$ cat src/rtl/core_pkg.sv
// Shared types and encodings for the multicycle core sequencer and its decoder.
package core_pkg;

  typedef enum logic [2:0] {
    ST_FETCH  = 3'd0,
    ST_DECODE = 3'd1,
    ST_EXEC   = 3'd2,
    ST_MEM    = 3'd3,
    ST_WB     = 3'd4,
    ST_HALT   = 3'd5
  } state_t;

  localparam logic [5:0] OP_R    = 6'h00;
  localparam logic [5:0] OP_J    = 6'h02;
  localparam logic [5:0] OP_JAL  = 6'h03;
  localparam logic [5:0] OP_BEQ  = 6'h04;
  localparam logic [5:0] OP_BNE  = 6'h05;
  localparam logic [5:0] OP_ADDI = 6'h08;
  localparam logic [5:0] OP_XORI = 6'h0e;
  localparam logic [5:0] OP_LW   = 6'h23;
  localparam logic [5:0] OP_SW   = 6'h2b;

  localparam logic [5:0] FN_JR  = 6'h08;
  localparam logic [5:0] FN_ADD = 6'h20;
  localparam logic [5:0] FN_SUB = 6'h22;
  localparam logic [5:0] FN_SLT = 6'h2a;

  localparam logic [2:0] ALU_ADD = 3'd0;
  localparam logic [2:0] ALU_SUB = 3'd1;
  localparam logic [2:0] ALU_XOR = 3'd2;
  localparam logic [2:0] ALU_SLT = 3'd3;

  localparam logic [1:0] REGDST_RD = 2'd0;
  localparam logic [1:0] REGDST_RT = 2'd1;
  localparam logic [1:0] REGDST_31 = 2'd2;

  localparam logic [1:0] MTR_ALU = 2'd0;
  localparam logic [1:0] MTR_MEM = 2'd1;
  localparam logic [1:0] MTR_PC  = 2'd2;

  // Path flags steer the FSM; selects go straight to the datapath.
  typedef struct packed {
    logic       need_mem;
    logic       need_wb;
    logic       sw;
    logic       branch;
    logic       bne;
    logic       jump;
    logic       jr;
    logic       illegal;
    logic [1:0] regdst;
    logic [2:0] aluctrl;
    logic       alusrc;
    logic [1:0] memtoreg;
  } ctrl_t;

endpackage

$ cat src/rtl/core_decode.sv
// Combinational instruction decoder: IR to path flags and datapath selects.
module core_decode
  import core_pkg::*;
(
  input  logic [31:0] ir,
  output ctrl_t       ctrl
);

  logic [5:0] opcode;
  logic [5:0] funct;

  assign opcode = ir[31:26];
  assign funct  = ir[5:0];

  always_comb begin
    ctrl = '0;
    unique case (opcode)
      OP_R: begin
        unique case (funct)
          FN_ADD: begin ctrl.need_wb = 1'b1; ctrl.aluctrl = ALU_ADD; end
          FN_SUB: begin ctrl.need_wb = 1'b1; ctrl.aluctrl = ALU_SUB; end
          FN_SLT: begin ctrl.need_wb = 1'b1; ctrl.aluctrl = ALU_SLT; end
          FN_JR:  ctrl.jr = 1'b1;
          default: ctrl.illegal = 1'b1;
        endcase
      end
      OP_ADDI, OP_XORI: begin
        ctrl.need_wb = 1'b1;
        ctrl.alusrc  = 1'b1;
        ctrl.regdst  = REGDST_RT;
        ctrl.aluctrl = (opcode == OP_XORI) ? ALU_XOR : ALU_ADD;
      end
      OP_LW: begin
        ctrl.need_mem = 1'b1;
        ctrl.need_wb  = 1'b1;
        ctrl.alusrc   = 1'b1;
        ctrl.regdst   = REGDST_RT;
        ctrl.memtoreg = MTR_MEM;
        ctrl.aluctrl  = ALU_ADD;
      end
      OP_SW: begin
        ctrl.need_mem = 1'b1;
        ctrl.sw       = 1'b1;
        ctrl.alusrc   = 1'b1;
        ctrl.aluctrl  = ALU_ADD;
      end
      OP_BEQ, OP_BNE: begin
        ctrl.branch  = 1'b1;
        ctrl.bne     = (opcode == OP_BNE);
        ctrl.aluctrl = ALU_SUB;
      end
      OP_J: ctrl.jump = 1'b1;
      OP_JAL: begin
        ctrl.jump     = 1'b1;
        ctrl.need_wb  = 1'b1;
        ctrl.regdst   = REGDST_31;
        ctrl.memtoreg = MTR_PC;
      end
      default: ctrl.illegal = 1'b1;
    endcase
  end

endmodule

$ cat src/rtl/core_sequencer.sv
// Multicycle control unit: fetch handshake, IR, FSM and PC/next-PC logic.
// Build option: CORE_SEQ_ILLEGAL_TRAP_EN makes illegal instructions halt until reset.
//
// state  | meaning
// FETCH  | request instruction at pc, latch IR when instr_valid
// DECODE | selects settle from IR; illegal retires as NOP or traps
// EXEC   | ALU operation; branches/jumps retire here
// MEM    | data memory access; SW retires here
// WB     | register write; retire
// HALT   | illegal-instruction trap, left only by reset
module core_sequencer
  import core_pkg::*;
#(
  parameter logic [31:0] RESET_PC = 32'h0000_0000
) (
  input  logic        clk,
  input  logic        reset,
  input  logic [31:0] instr,
  input  logic        instr_valid,
  input  logic [31:0] Da,
  input  logic        is_zero,
  output logic [31:0] pc,
  output logic        instr_req,
  output logic [4:0]  rs,
  output logic [4:0]  rt,
  output logic [4:0]  rd,
  output logic [15:0] immediate,
  output logic [31:0] new_PC,
  output logic [1:0]  regdst,
  output logic [2:0]  ALUcntrl,
  output logic        AlUsrc,
  output logic [1:0]  MemtoReg,
  output logic        RegWr,
  output logic        MemWr,
  output logic        retire,
  output logic        halted
);

`ifdef CORE_SEQ_ILLEGAL_TRAP_EN
  localparam bit TRAP_EN = 1'b1;
`else
  localparam bit TRAP_EN = 1'b0;
`endif

  state_t      state;
  state_t      state_nxt;
  logic [31:0] ir;
  logic [31:0] pc_nxt;
  logic        branch_taken;
  ctrl_t       ctrl;

  core_decode u_decode (
    .ir   (ir),
    .ctrl (ctrl)
  );

  assign rs        = ir[25:21];
  assign rt        = ir[20:16];
  assign rd        = ir[15:11];
  assign immediate = ir[15:0];
  assign new_PC    = pc + 32'd4;
  assign regdst    = ctrl.regdst;
  assign ALUcntrl  = ctrl.aluctrl;
  assign AlUsrc    = ctrl.alusrc;
  assign MemtoReg  = ctrl.memtoreg;

  always_ff @(posedge clk) begin
    if (reset) state <= ST_FETCH;
    else       state <= state_nxt;
  end

  always_ff @(posedge clk) begin
    if (reset) begin
      ir <= '0;
      pc <= RESET_PC;
    end else begin
      if (state == ST_FETCH && instr_valid) ir <= instr;
      if (retire) pc <= pc_nxt;
    end
  end

  always_comb begin
    state_nxt = state;
    unique case (state)
      ST_FETCH:  if (instr_valid) state_nxt = ST_DECODE;
      ST_DECODE: begin
        if (ctrl.illegal) state_nxt = TRAP_EN ? ST_HALT : ST_FETCH;
        else              state_nxt = ST_EXEC;
      end
      ST_EXEC: begin
        if      (ctrl.need_mem) state_nxt = ST_MEM;
        else if (ctrl.need_wb)  state_nxt = ST_WB;
        else                    state_nxt = ST_FETCH;
      end
      ST_MEM:  state_nxt = ctrl.need_wb ? ST_WB : ST_FETCH;
      ST_WB:   state_nxt = ST_FETCH;
      ST_HALT: state_nxt = ST_HALT;
      default: state_nxt = ST_FETCH;
    endcase
  end

  always_comb begin
    instr_req = (state == ST_FETCH);
    RegWr     = (state == ST_WB);
    MemWr     = (state == ST_MEM) && ctrl.sw;
    retire    = 1'b0;
    unique case (state)
      ST_DECODE: retire = ctrl.illegal && !TRAP_EN;
      ST_EXEC:   retire = !ctrl.need_mem && !ctrl.need_wb;
      ST_MEM:    retire = !ctrl.need_wb;
      ST_WB:     retire = 1'b1;
      default:   retire = 1'b0;
    endcase
  end

  // is_zero is only meaningful in EXEC, which is the branch retiring cycle.
  assign branch_taken = ctrl.branch && (is_zero ^ ctrl.bne);

  always_comb begin
    pc_nxt = new_PC;
    if (branch_taken)   pc_nxt = new_PC + {{14{ir[15]}}, ir[15:0], 2'b00};
    else if (ctrl.jump) pc_nxt = {new_PC[31:28], ir[25:0], 2'b00};
    else if (ctrl.jr)   pc_nxt = Da;
  end

`ifdef CORE_SEQ_ILLEGAL_TRAP_EN
  assign halted = (state == ST_HALT);
`else
  assign halted = 1'b0;
`endif

endmodule

$ cat config.mk
export PLATFORM = sky130hd
export DESIGN_NAME = core_sequencer
export DESIGN_NICKNAME = d
export VERILOG_FILES = /design/src/rtl/core_pkg.sv /design/src/rtl/core_decode.sv /design/src/rtl/core_sequencer.sv
export SDC_FILE = /design/constraint.sdc
export NUM_CORES = 1
export LEC_CHECK = 0
export BUFFER_PORTS_ARGS = -buffer_cell sky130_fd_sc_hd__buf_2
export CAP_MARGIN = 40
export CORE_ASPECT_RATIO = 2
export CORE_UTILIZATION = 55
export CTS_BUF_LIST = sky130_fd_sc_hd__clkbuf_16
export CTS_CLUSTER_DIAMETER = 120
export DETAILED_ROUTE_END_ITERATION = 10
export PLACE_DENSITY_LB_ADDON = 0.25
export SLEW_MARGIN = 10
export SYNTH_ARGS = -nofsm -noshare
export SYNTH_HDL_FRONTEND = slang
export SYNTH_SLANG_ARGS = --single-unit
$ cat constraint.sdc
create_clock -name clk -period 5.1 [get_ports clk]
set_input_delay 0.255 -clock clk [delete_from_list [all_inputs] [get_ports clk]]
set_output_delay 0.255 -clock clk [all_outputs]
set_load 0.01 [all_outputs]
Word level (Yosys, flattened, before mapping)
Index checks and enable logic that the tools add are counted.
{"block": "totals", "input_bits": 68, "output_inout_bits": 108, "reg_bits": 67}
{"block": "op_classes", "mux": 25, "bitwise_logic": 1, "n_addsub": 2, "reduce_logical": 18, "eq_ne": 18}
{"cell": "$mux 32", "count": 3}
{"cell": "$add 32x3->32 const B", "count": 1}
{"cell": "$add 32x32->32", "count": 1}
{"cell": "$eq 6x6->1 const B", "count": 5}
{"cell": "$eq 6x4->1 const B", "count": 3}
{"cell": "$pmux 3 s5", "count": 1}
{"cell": "$eq 6x2->1 const B", "count": 2}
{"cell": "$eq 6x3->1 const B", "count": 2}
{"cell": "$pmux 2 s2", "count": 3}
{"cell": "$reduce_or 4->1", "count": 3}
{"cell": "$mux 3", "count": 3}
{"cell": "$pmux 3 s3", "count": 1}
{"cell": "$mux 1", "count": 8}
{"cell": "$reduce_or 2->1", "count": 4}
{"cell": "$reduce_or 8->1", "count": 1}
{"cell": "$eq 3x2->1 const B", "count": 2}
{"cell": "$eq 3x3->1 const B", "count": 2}
{"cell": "$logic_not 6->1", "count": 1}
{"cell": "$mux 2", "count": 3}
{"cell": "$reduce_or 3->1", "count": 2}
{"cell": "$logic_and 1x1->1", "count": 4}
{"cell": "$pmux 1 s2", "count": 2}
{"cell": "$pmux 1 s4", "count": 1}
{"cell": "$eq 3x1->1 const B", "count": 1}
{"cell": "other kinds (4)", "count": 5}

Longest topological paths before layout
Gate-level depths: netlist of run 1.
{"block": "logic_depth", "word_depth": 7, "depth_mapped": 15, "depth_no_buf": 14}

By module
From an unflattened synthesis of run 1, not the netlist that was laid out.
{"block": "hier_totals", "hier_cells": 822, "hier_area_um2": 5994.5}
{"module": "core_sequencer", "seq_area_each_um2": 1341.3, "cells_per_inst": 777, "instances": 1, "area_each_um2": 5708.0}
{"module": "core_decode", "seq_area_each_um2": 0.0, "cells_per_inst": 45, "instances": 1, "area_each_um2": 286.5}

Least setup slack after synthesis of run 1
Ideal clock, no wire load.
{"block": "synth_timing", "path_kind": "reg-to-reg", "start": "register pc[4]", "end": "register pc[20]", "path_slack_ps": 1445, "setup_time_ps": 70, "path_stages_with_launch": 14, "t_arrival_ps": 3584, "required_ps": 5030, "path_buffers": 1, "path_cell_list": "dfxtp_1 nand4_1 or2_1 clkbuf_1 nor3_1 xor2_1 ha_1 a21o_1 a211o_1 a2111oi_1 a211oi_1 xnor2_1 a221o_1 a21oi_1"}
{"block": "synth_between", "word_cells_on_any_way": 5, "cone_classes": "add/sub: 2; mux: 3"}
{"element": "from (decl)", "line_no": "core_sequencer.sv:22", "text": "output logic [31:0] pc,"}
{"element": "from (signal assigned)", "line_no": "core_sequencer.sv:78", "text": "if (retire) pc <= pc_nxt;"}
{"element": "$add 32x3->32", "line_no": "core_sequencer.sv:61", "text": "assign new_PC = pc + 32'd4;"}
{"element": "net new_PC[17]", "line_no": "core_sequencer.sv:28", "text": "output logic [31:0] new_PC,"}
{"element": "$add 32x32->32", "line_no": "core_sequencer.sv:121", "text": "if (branch_taken) pc_nxt = new_PC + {{14{ir[15]}}, ir[15:0], 2'b00};"}
{"element": "$mux 32", "line_no": "core_sequencer.sv:121"}
The timed path passes the listed nets, and every way through them passes these cells.
A chain may end at the register's enable or synchronous reset.

Worst setup path after layout of run 1
{"block": "layout_timing", "start": "register pc[2]", "end": "register pc[31]"}
{"block": "layout_between", "elab_chain_len": 4, "word_cells_on_any_way": 5, "cone_classes": "add/sub: 2; mux: 3"}
{"element": "$add 32x3->32 *", "line_no": "core_sequencer.sv:61"}
{"element": "branches (longest 2 deep; another with $add 32x32->32)"}
{"element": "$mux 32 *", "line_no": "core_sequencer.sv:121"}
Every way passes the cells marked *.

==> results.md, run 1 <==
- VDD IR max: between 0.2 and 0.25 mV
- Largest net degree at the start of global routing: between 40 and 50
- Crit path time final: 3.92 ns
- Initial antenna violation count: 0
- Max Fclk: 255 MHz
- Longest Clk Path Bufs: 2
- Worst slack at placement: between 1 and 1.5 ns
- TNS Setup: 0 ns
- PwrDens: 244 nW/um^2
- Die area: 11500 sq um
- Initial drt markers: around 430
- Top FF cell, synth: dfxtp_1
- Lkg Pwr: 3.41 nW
- WHS: approximately 0.15 ns
- Vias per cell: between 6 and 7
- Synthesized area: slightly above 6000 sq um
- Slowest stage delay, CP: 0.43 ns
- Routability cong.: 0.982
- CP Class: reg2reg
- Vias in the first global route: 6409
- Clock Latency Late Sink: approximately 0.34 ns
- Synth-to-Final Area Change: 15.5%
- Core outline area: between 10000 and 15000 sq um
- Worst r2r dst: pc[31]$_SDFFE_PP0P_
- Clock-pin slew on the worst setup and hold paths: around 0.06 ns
- CTS tree: done
- Max-cap viol count: 0
- Row count: 54
- DP HPWL: 15600 um
- IO Pins: about 180
- Post-CTS setup buffer count: 0
- Worst setup margin: 1.18 ns
- Worst EP required: roughly 5.3 ns
- Die Wd: ~76 um
- Distinct cells, synth: 85
- Worst Hold Path EP: ir[14]$_SDFFE_PP0P_
- Worst r2r src: pc[2]$_SDFFE_PP0P_
- Clk root buf: clkbuf_16
- Cell family with most CP delay: compound AO/OA/AOI/OAI gates
- Final Slew Violations: 0
- EDFF count, synth: 0
- Final setup fails: 0
- Residual DRC count: 0
- Worst Path Buf+Inv: 0
- CP max stage cell: dfxtp_1
- Worst EP arrival: 4.15 ns
- Final period util: 0.768
- Outcome: finished, final reports clean
- H-tree depth: 3
- Port Buffers: ~170
- Share of cells above drive strength 1: 0.240
- #FFs+latches synth: 67
- Utilization after layout: 0.649
- Final Skew: between 0.007 and 0.008 ns
- Post-synthesis sequential area ratio: 0.221
- Die Ht: 151 um
- Worst slew pin tran: 0.690 ns
- CP max FO: 7
- RSZ-0062 raised after global routing: no
- Fin nets: between 1000 and 1500
- Initial core utilization: 0.563
- FFs w/ async S/R, synth: 0
- Crit-path cells: ha_1, nand3_1, nor2_1, nand2_1, xnor2_1, ha_1, a21oi_1, o21ai_0, nor3_1, a21o_1, a21oi_1, a221oi_1, nor2_1, a311o_1
- Setup crit end kind: register
- Via count: between 6000 and 7000
- Global-route wire length before repair: 32100 um
- Relative slew slack: 0.538
- Worst hold start: instr[14]
- ANT cells: 0
- Clock sinks: 67
- Syn. warnings: 0
- CTS resizes: 0
- Inserted Clock Buffers: 9
- Hold Crit Depth: 3
- R2R Setup Slk: 1.18 ns
- Tightest Hold Check Type: in2reg
- Drt first pass iters: 5
- Wire per inst: 19.1 um
- GRT Total Usage: 0.356
- Worst Reg-to-Reg Cells: 14
- Syn Area/Cell: approximately 7.4 sq um
- # hold bufs at CTS: 0
- Worst setup startpoint: pc[2]$_SDFFE_PP0P_
- Hold Violations, Final: 0
- Critical Path Start Type: register
- Routed wire length: slightly above 20000 um
- Detail Route Antenna Nets: 0
- Synth Instances: 822
- Total gr overflow: 0
==> layout by cell type (no fill, tap or decap), types with 8 or more instances in the layout <==
cell and instances:
a211oi_1 10, a22oi_1 19, xor2_1 27, nand3_1 22, a21oi_1 90, inv_1 12, a21o_1 24, a31oi_1 9
nand4_1 13, nor3_1 21, nand2_1 136, dfxtp_1 67, o211ai_1 8, buf_2 173, clkbuf_16 9, xnor2_1 20
o21ai_0 15, ha_1 36, nor2_1 66, nand2b_1 8
==> worst max-delay path by stage <==
stage,to,slack [ns],cells after the start
CTS,pc[31]$_SDFFE_PP0P_,1.25,13
global placement,pc[31]$_SDFFE_PP0P_,1.32,13
global route,pc[31]$_SDFFE_PP0P_,0.87,14
detailed placement,pc[31]$_SDFFE_PP0P_,1.27,13
floorplan,pc[20]$_SDFFE_PP0P_,1.45,13
finish,pc[31]$_SDFFE_PP0P_,1.18,14
==> logic make-up after synthesis <==
family / after synthesis / share of synthesized area
multiplexers: 4 / 0.00679
buffers and inverters: 98 / 0.0957
XOR/XNOR: 49 / 0.0730
adder cells (fa/ha/maj): 37 / 0.0774
flip-flops: 67 / 0.221
other: 1 / 0.000617
AO/OA/AOI/OAI: 248 / 0.275
AND/OR/NAND/NOR: 318 / 0.251
==> per-stage QoR <==
step,area [sq um],instances,power [W]
floorplan,6080,823,0.000928
global placement,6670,1059,0.00105
detailed placement,6710,1062,0.00106
CTS,7020,1078,0.00171
global route,7020,1078,0.00179
finish,7020,1078,0.00171
==> worst reg2reg max path, stage by stage (launching register included) <==
cell      delay [ns]
dfxtp_1         0.43
ha_1            0.32
nand3_1         0.17
nor2_1          0.30
nand2_1         0.11
xnor2_1         0.38
ha_1            0.37
a21oi_1         0.18
o21ai_0         0.17
nor3_1          0.29
a21o_1          0.24
a21oi_1         0.13
a221oi_1        0.35
nor2_1          0.08
a311o_1         0.26
==> final cells by class <==
cell class / count / area (sq um)
clock buffers: 9 / 225
clock inverters: 7 / 81.3
fillers: 1011 / 3790
inverters: 14 / 52.6
multi-input cells: 658 / 4190
flip-flops and latches: 67 / 1340
well taps: 140 / 175
repair buffers: 183 / 960
==> power breakdown <==
part | switching [W] | leakage [nW] | internal (W)
sequential | 0.0000517 | 0.546 | 0.000555
combinational | 0.000282 | 2.71 | 0.000166
clock | 0.000270 | 0.147 | 0.000387
total | 0.000604 | 3.41 | 0.00111
==> layer usage <==
layer | global-route usage | vias up | share of wire
met5 | 0 | - | 0
met4 | 0.258 | 0 | 0.068
met3 | 0.0436 | 91 | 0.061
met2 | 0.633 | 321 | 0.51
met1 | 0.387 | 3090 | 0.36
li1 | - | 3172 | -
==> state kept, by name, indices dropped and copies added (netlist names) <==
register	flops
state	3
pc	32
ir	32
==> cell usage after synthesis, types with 5 or more instances <==
library cell,count,area (sq um)
xor2_1,27,236
dfxtp_1,67,1340
xnor2_1,20,175
inv_1,12,45.0
nand2b_1,8,50.1
nor2_1,66,248
clkbuf_1,26,97.6
a221oi_1,7,61.3
a311oi_1,7,61.3
ha_1,36,450
a211oi_1,10,75.1
nor3_1,21,105
nand3_1,22,110
nand4_1,13,81.3
and2_1,5,31.3
and4_1,5,43.8
a21oi_1,90,450
o21ai_0,15,75.1
nand2_1,136,510
o211ai_1,8,60.1
a21o_1,24,180
buf_2,11,55.1
a22oi_1,19,143
buf_4,38,285
o21a_1,5,37.5
or3_1,6,37.5
a31oi_1,9,56.3
and3_1,7,43.8
Note: power is estimated with default switching activity, not from simulation.
==> run 2: changes to the inputs <==
--- a/config.mk
+++ b/config.mk
@@ -8,7 +8,7 @@
 export BUFFER_PORTS_ARGS = -buffer_cell sky130_fd_sc_hd__buf_2
 export CAP_MARGIN = 40
 export CORE_ASPECT_RATIO = 2
-export CORE_UTILIZATION = 55
+export CORE_UTILIZATION = 48
 export CTS_BUF_LIST = sky130_fd_sc_hd__clkbuf_16
 export CTS_CLUSTER_DIAMETER = 120
 export DETAILED_ROUTE_END_ITERATION = 10
==> constraint.sdc (replaced) <==
create_clock -name clk -period 3.3 [get_ports clk]
set_input_delay 0.165 -clock clk [delete_from_list [all_inputs] [get_ports clk]]
set_output_delay 0.165 -clock clk [all_outputs]
set_load 0.01 [all_outputs]
==> run 2 against run 1 <==
The flow now finishes with violations (setup timing). Wire length increased by 16%. Sequential share of layout area decreased by 2.9 points. Utilization increased by 4.2 points. Cell count increased by 13%. Via count increased by 11%. Worst setup slack got worse by 1.3 ns. Worst hold slack got worse by 0.093 ns. Total power increased by 68%. Non-clock buffer count increased by 130. Largest power group unchanged. Global-route usage about the same. Clock power increased by 61%. Combinational power increased by 99%.
==> results.md, run 2 (same netlist as run 1, synthesis figures left out) <==
- Outcome: finished with violations
- Failing checks: setup timing
- Setup crit end kind: register
- Routability cong.: 0.994
- Worst setup margin: -0.0912 ns
- Final period util: 1.03
- Synth-to-Final Area Change: 39.4%
- Inserted Clock Buffers: 9
- Fin nets: 1168
- Most common cell after layout, fill and taps aside: buf_2
- Sw power: 0.00100 W
- Pint: between 0.0015 and 0.002 W
- Port Buffers: approximately 170
- Filler cells: 1075
- Seq pwr share: 0.322
- Clock Latency Late Sink: 0.34 ns
- Worst EP required: 3.57 ns
- Final Slew Violations: 0
- Wire per inst: 19.6 um
- Clk root buf: clkbuf_16
- Share of cells above drive strength 1: 0.398
- Worst Path Buf+Inv: 1
- Die area: 13100 sq um
- PwrDens: between 300 and 400 nW/um^2
- Clock sinks: 67
- Worst slack at placement: -0.156 ns
- Post-Layout Inst Area: 8480 sq um
- Combinational power share: 0.310
- Vias per cell: 6.12
- Commonest non-fill, non-tap cells in the layout: buf_2, buf_4, nand2_1, a21oi_1, nor2_1
- Most used cell, CP: o31ai_4
- Critical Path Start Type: register
- Largest regs: ir x32, pc x32, state x3
- Row count: 57
- IO Pins: 176
- Total gr overflow: 0
- Largest net degree at the start of global routing: 48
- DP HPWL: 17500 um
- ANT cells: 0
- Global-route wire length before repair: roughly 36000 um
- Worst slew pin tran: 0.758 ns
- Final setup fails: 8
- Hold Violations, Final: 0
- Slowest stage delay, CP: 0.37 ns
- Crit path time final: 3.39 ns
- Residual DRC count: 0
- CP max FO: 8
- Initial drt markers: 503
- Core outline area: 12300 sq um
- Worst EP arrival: 3.67 ns
- Final Skew: 0.00571 ns
- Lkg Pwr: 4.23 nW
- CP Class: reg2reg
- Clock-pin slew on the worst setup and hold paths: 0.06 ns
- Clock power frac: 0.369
- Cell family with most CP delay: simple AND/OR/NAND/NOR gates
- Initial core utilization: 0.496
- Detail Route Antenna Nets: 0
- RSZ-0062 raised after global routing: yes
- Placed inst area: 7680 sq um
- Max Fclk: between 200 and 300 MHz
- Tightest Hold Check Type: in2reg
- Via count: 7435
- GRT Total Usage: 0.356
- Drt first pass iters: 5
- VDD IR max: 0.418 mV
- CTS tree: done
- Initial antenna violation count: 0
- Sw Ratio: 0.349
- Relative slew slack: 0.494
- Max-cap viol count: 0
- Die Wd: 81.6 um
- Longest Clk Path Bufs: 2
- Crit-path cells: nand4_1, or2_4, nor3_2, xor2_1, ha_1, and3_1, and2_1, o31ai_4, a21oi_2, buf_4, o31ai_4, mux2i_1, a211o_1, a21oi_1
- H-tree depth: 3
- CP max stage cell: dfxtp_2
- Die Ht: 161 um
- Vias in the first global route: 7181
- Routed wire length: 23800 um
## run 2: changes by cell type in the layout (fill, tap and decap cells not counted), sizes merged
cell | before | now
buf | 182 | 313
clkbuf | 9 | 10
clkdlybuf4s15 | 1 | 0
clkinv | 1 | 2
inv | 18 | 16
## run 2: final cells by class
cell class / instances / area (sq um) / share of cell area
timing repair buffer: 313 / 1960 / 0.231
clock buffer: 10 / 250 / 0.0295
inverter: 14 / 52.6 / 0.00620
tap: 147 / 184 / 0.0217
sequential: 67 / 1370 / 0.162
multi-input combinational: 658 / 4590 / 0.542
clock inverter: 6 / 68.8 / 0.00812
## run 2: worst paths after layout
check                      start             endpoint  slack [ns]  depth (start not counted)
max           pc[3]$_SDFFE_PP0P_  pc[25]$_SDFFE_PP0P_       -0.09                         14
min                    instr[19]  ir[19]$_SDFFE_PP0P_        0.06                          3
max reg2reg   pc[3]$_SDFFE_PP0P_  pc[25]$_SDFFE_PP0P_       -0.09                         14
min reg2reg  ir[17]$_SDFFE_PP0P_  ir[17]$_SDFFE_PP0P_        0.47                          2
## run 2: worst reg2reg max path, stage by stage (launching register included)
cell and delay [ns]:
dfxtp_2 0.37, nand4_1 0.16, or2_4 0.36, nor3_2 0.15
xor2_1 0.28, ha_1 0.34, and3_1 0.18, and2_1 0.19
o31ai_4 0.26, a21oi_2 0.05, buf_4 0.15, o31ai_4 0.32
mux2i_1 0.12, a211o_1 0.29, a21oi_1 0.11
## run 2: power by group through the flow
stage | combinational [W] | clock (W) | sequential (W)
6_report | 0.000890 | 0.00106 | 0.000925
3_5_place_dp | 0.000820 | 0 | 0.000938
5_1_grt | 0.000959 | 0.00110 | 0.000931
4_1_cts | 0.000825 | 0.00106 | 0.000921
3_3_place_gp | 0.000806 | 0 | 0.000937
2_1_floorplan | 0.000505 | 0 | 0.000939
## run 2: timing repair
item | in CTS | in global routing
setup endpoints to repair | 10 | 13
hold buffers | 0 | 0
buffers inserted | 0 | 21
resized for setup | 10 | 48
pin swaps | 0 | 37
## run 2: through the flow
| step | power (W) | std cells | setup TNS [ns] | hold WS (ns) | utilization |
|---|---|---|---|---|---|
| final | 0.00287 | 1215 | -0.342 | 0.0583 | 0.691 |
| after global routing | 0.00299 | 1215 | -1.82 | 0.0577 | 0.691 |
| after CTS | 0.00280 | 1195 | 0 | 0.0569 | 0.656 |
| after detailed placement | 0.00176 | 1179 | -0.438 | 0.411 | 0.626 |
| after global placement | 0.00174 | 1177 | -0.269 | 0.407 | 0.624 |
| after floorplan | 0.00144 | 823 | 0 | 0.301 | - |
## run 2: layer usage
layer / part of all wire / vias up / wire [um] / global-route usage
met3: 0.073 / 117 / 1740 / 0.0701
met5: 0 / - / 0 / 0
li1: - / 3429 / - / -
met4: 0.074 / 0 / 1760 / 0.244
met2: 0.51 / 399 / 12100 / 0.614
met1: 0.34 / 3490 / 8210 / 0.374
==> run 3: changes to the inputs <==
--- a/config.mk
+++ b/config.mk
@@ -12,7 +12,9 @@
 export CTS_BUF_LIST = sky130_fd_sc_hd__clkbuf_16
 export CTS_CLUSTER_DIAMETER = 120
 export DETAILED_ROUTE_END_ITERATION = 10
+export GPL_TIMING_DRIVEN = 1
 export PLACE_DENSITY_LB_ADDON = 0.25
+export SKIP_LAST_GASP = 1
 export SLEW_MARGIN = 10
 export SYNTH_ARGS = -nofsm -noshare
 export SYNTH_HDL_FRONTEND = slang
==> run 3 against run 2 <==
The run still ends with setup timing left. Clock skew grew 0.00060 ns. Sequential share of layout area is essentially flat. Critical path type unchanged. Combinational power barely moved. Clock power barely moved. Utilization decreased by 0.051 points. Highest routed layer unchanged.
==> results.md, run 3 (same netlist as run 1, synthesis figures left out) <==
- Port Buffers: 173
- Clock Latency Late Sink: between 0.3 and 0.4 ns
- Initial core utilization: 0.496
- Residual DRC count: 0
- Setup crit end kind: register
- Total gr overflow: 0
- Clock sinks: 67
- Initial drt markers: 455
- IO Pins: 176
- Crit-path cells: nand4_1, or2_4, nor3_2, xor2_1, ha_1, and3_1, and2_1, o31ai_4, a21oi_2, buf_4, o31ai_4, mux2i_1, a211o_1, a21oi_1
- Longest Clk Path Bufs: 2
- Row count: 57
- CP max stage cell: dfxtp_2
- Final setup fails: 9
- Die area: 13100 sq um
- CP max FO: 8
- DP HPWL: 17500 um
- Global-route wire length before repair: 35500 um
- Final Slew Violations: 0
- Most used cell, CP: o31ai_4
- Worst EP required: ~3.6 ns
- Detail Route Antenna Nets: 0
- Core outline area: 12300 sq um
- Lkg Pwr: 4.22 nW
- Commonest non-fill, non-tap cells in the layout: buf_2, buf_4, nand2_1, a21oi_1, nor2_1
- Drt first pass iters: 5
- Die Wd: between 80 and 90 um
- Routability cong.: 0.994
- Max Fclk: 293 MHz
- ANT cells: 0
- Non-Filler Instances: 1215
- Post-layout power: between 0.002 and 0.003 W
- Clock-pin slew on the worst setup and hold paths: 0.07 ns
- Share of cells above drive strength 1: 0.397
- Filler cells: 1075
- Worst EP arrival: 3.68 ns
- Routed wire length: roughly 24000 um
- Fin nets: 1168
- Crit path time final: 3.41 ns
- GRT Total Usage: 0.356
- Failing checks: setup timing
- Via count: 7456
- RSZ-0062 raised after global routing: yes
- Max-cap viol count: 0
- Inserted Clock Buffers: 9
- Hold Violations, Final: 0
- Initial antenna violation count: 0
- PwrDens: 340 nW/um^2
- Wire per inst: 19.6 um
- Critical Path Start Type: register
- Synth-to-Final Area Change: 39.3%
- Vias per cell: about 6.1
- CP Class: reg2reg
- Clk root buf: clkbuf_16
- Largest net degree at the start of global routing: 48
- Slowest stage delay, CP: around 0.37 ns
- Dpl cells: between 1000 and 1500
- Largest regs: ir x32, pc x32, state x3
- Vias in the first global route: 7181
- Die Ht: 161 um
- Outcome: finished with violations
- TNS Setup: -0.426 ns
- VDD IR max: 0.419 mV
- CTS tree: done
- Worst slew pin tran: 0.785 ns
- H-tree depth: 3
- Relative slew slack: 0.477
- Most common cell after layout, fill and taps aside: buf_2
- Final Skew: approximately 0.0063 ns
- Final period util: 1.03
- Utilization after layout: 0.691
- Tightest Hold Check Type: in2reg
- WHS: 0.0566 ns
- Worst setup margin: -0.109 ns
==> run 3: final cells by class <==
type / count / area (sq um) / share of cell area
repair buffers: 313 / 1960 / 0.231
clock inverters: 6 / 68.8 / 0.00812
flip-flops and latches: 67 / 1370 / 0.162
well taps: 147 / 184 / 0.0217
inverters: 14 / 52.6 / 0.00620
clock buffers: 10 / 250 / 0.0295
multi-input cells: 658 / 4590 / 0.542
==> run 3: critical path, delay by kind of cell (launching register included) <==
| kind | cells | cell delay [ns] |
|---|---|---|
| flops | 1 | 0.37 |
| simple gates | 5 | 1.03 |
| mux | 1 | 0.12 |
| xor+xnor | 1 | 0.30 |
| fa+ha+maj | 1 | 0.34 |
| compound gates | 5 | 1.03 |
| buf+inv | 1 | 0.15 |
==> run 3: report_power, final <==
group          total [W]  switching (W)  internal, W
clock network    0.00106       0.000426     0.000637
logic           0.000891       0.000515     0.000377
registers       0.000925      0.0000669     0.000858
total            0.00288        0.00101      0.00187
==> run 3: worst paths after layout <==
kind         depth (start not counted)                  end           startpoint  slack [ns]
max                                 14  pc[25]$_SDFFE_PP0P_   pc[3]$_SDFFE_PP0P_       -0.11
min                                  3  ir[10]$_SDFFE_PP0P_            instr[10]        0.06
max reg2reg                         14  pc[25]$_SDFFE_PP0P_   pc[3]$_SDFFE_PP0P_       -0.11
min reg2reg                          2  ir[17]$_SDFFE_PP0P_  ir[17]$_SDFFE_PP0P_        0.48
==> run 3: timing repair <==
| item | 4_1_cts | 5_1_grt |
|---|---|---|
| buffers inserted | 0 | 21 |
| setup endpoints to repair | 10 | 13 |
| gates resized for setup | 10 | 47 |
| hold buffers | 0 | 0 |
| hold endpoints to repair | 0 | 0 |
| pin swaps | 0 | 37 |
==> run 3: routing by layer <==
| metal | share of wire | global-route usage |
|---|---|---|
| met1 | 0.35 | 0.374 |
| met2 | 0.51 | 0.614 |
| met3 | 0.070 | 0.0701 |
| met4 | 0.075 | 0.244 |
| met5 | 0 | 0 |
==> run 3: metrics by stage <==
step	cell area (sq um)	worst slack, ns
2_1_floorplan	6200	0.00672
3_3_place_gp	7650	-0.109
3_5_place_dp	7680	-0.156
4_1_cts	8050	0.00424
5_1_grt	8470	-0.228
6_report	8470	-0.109
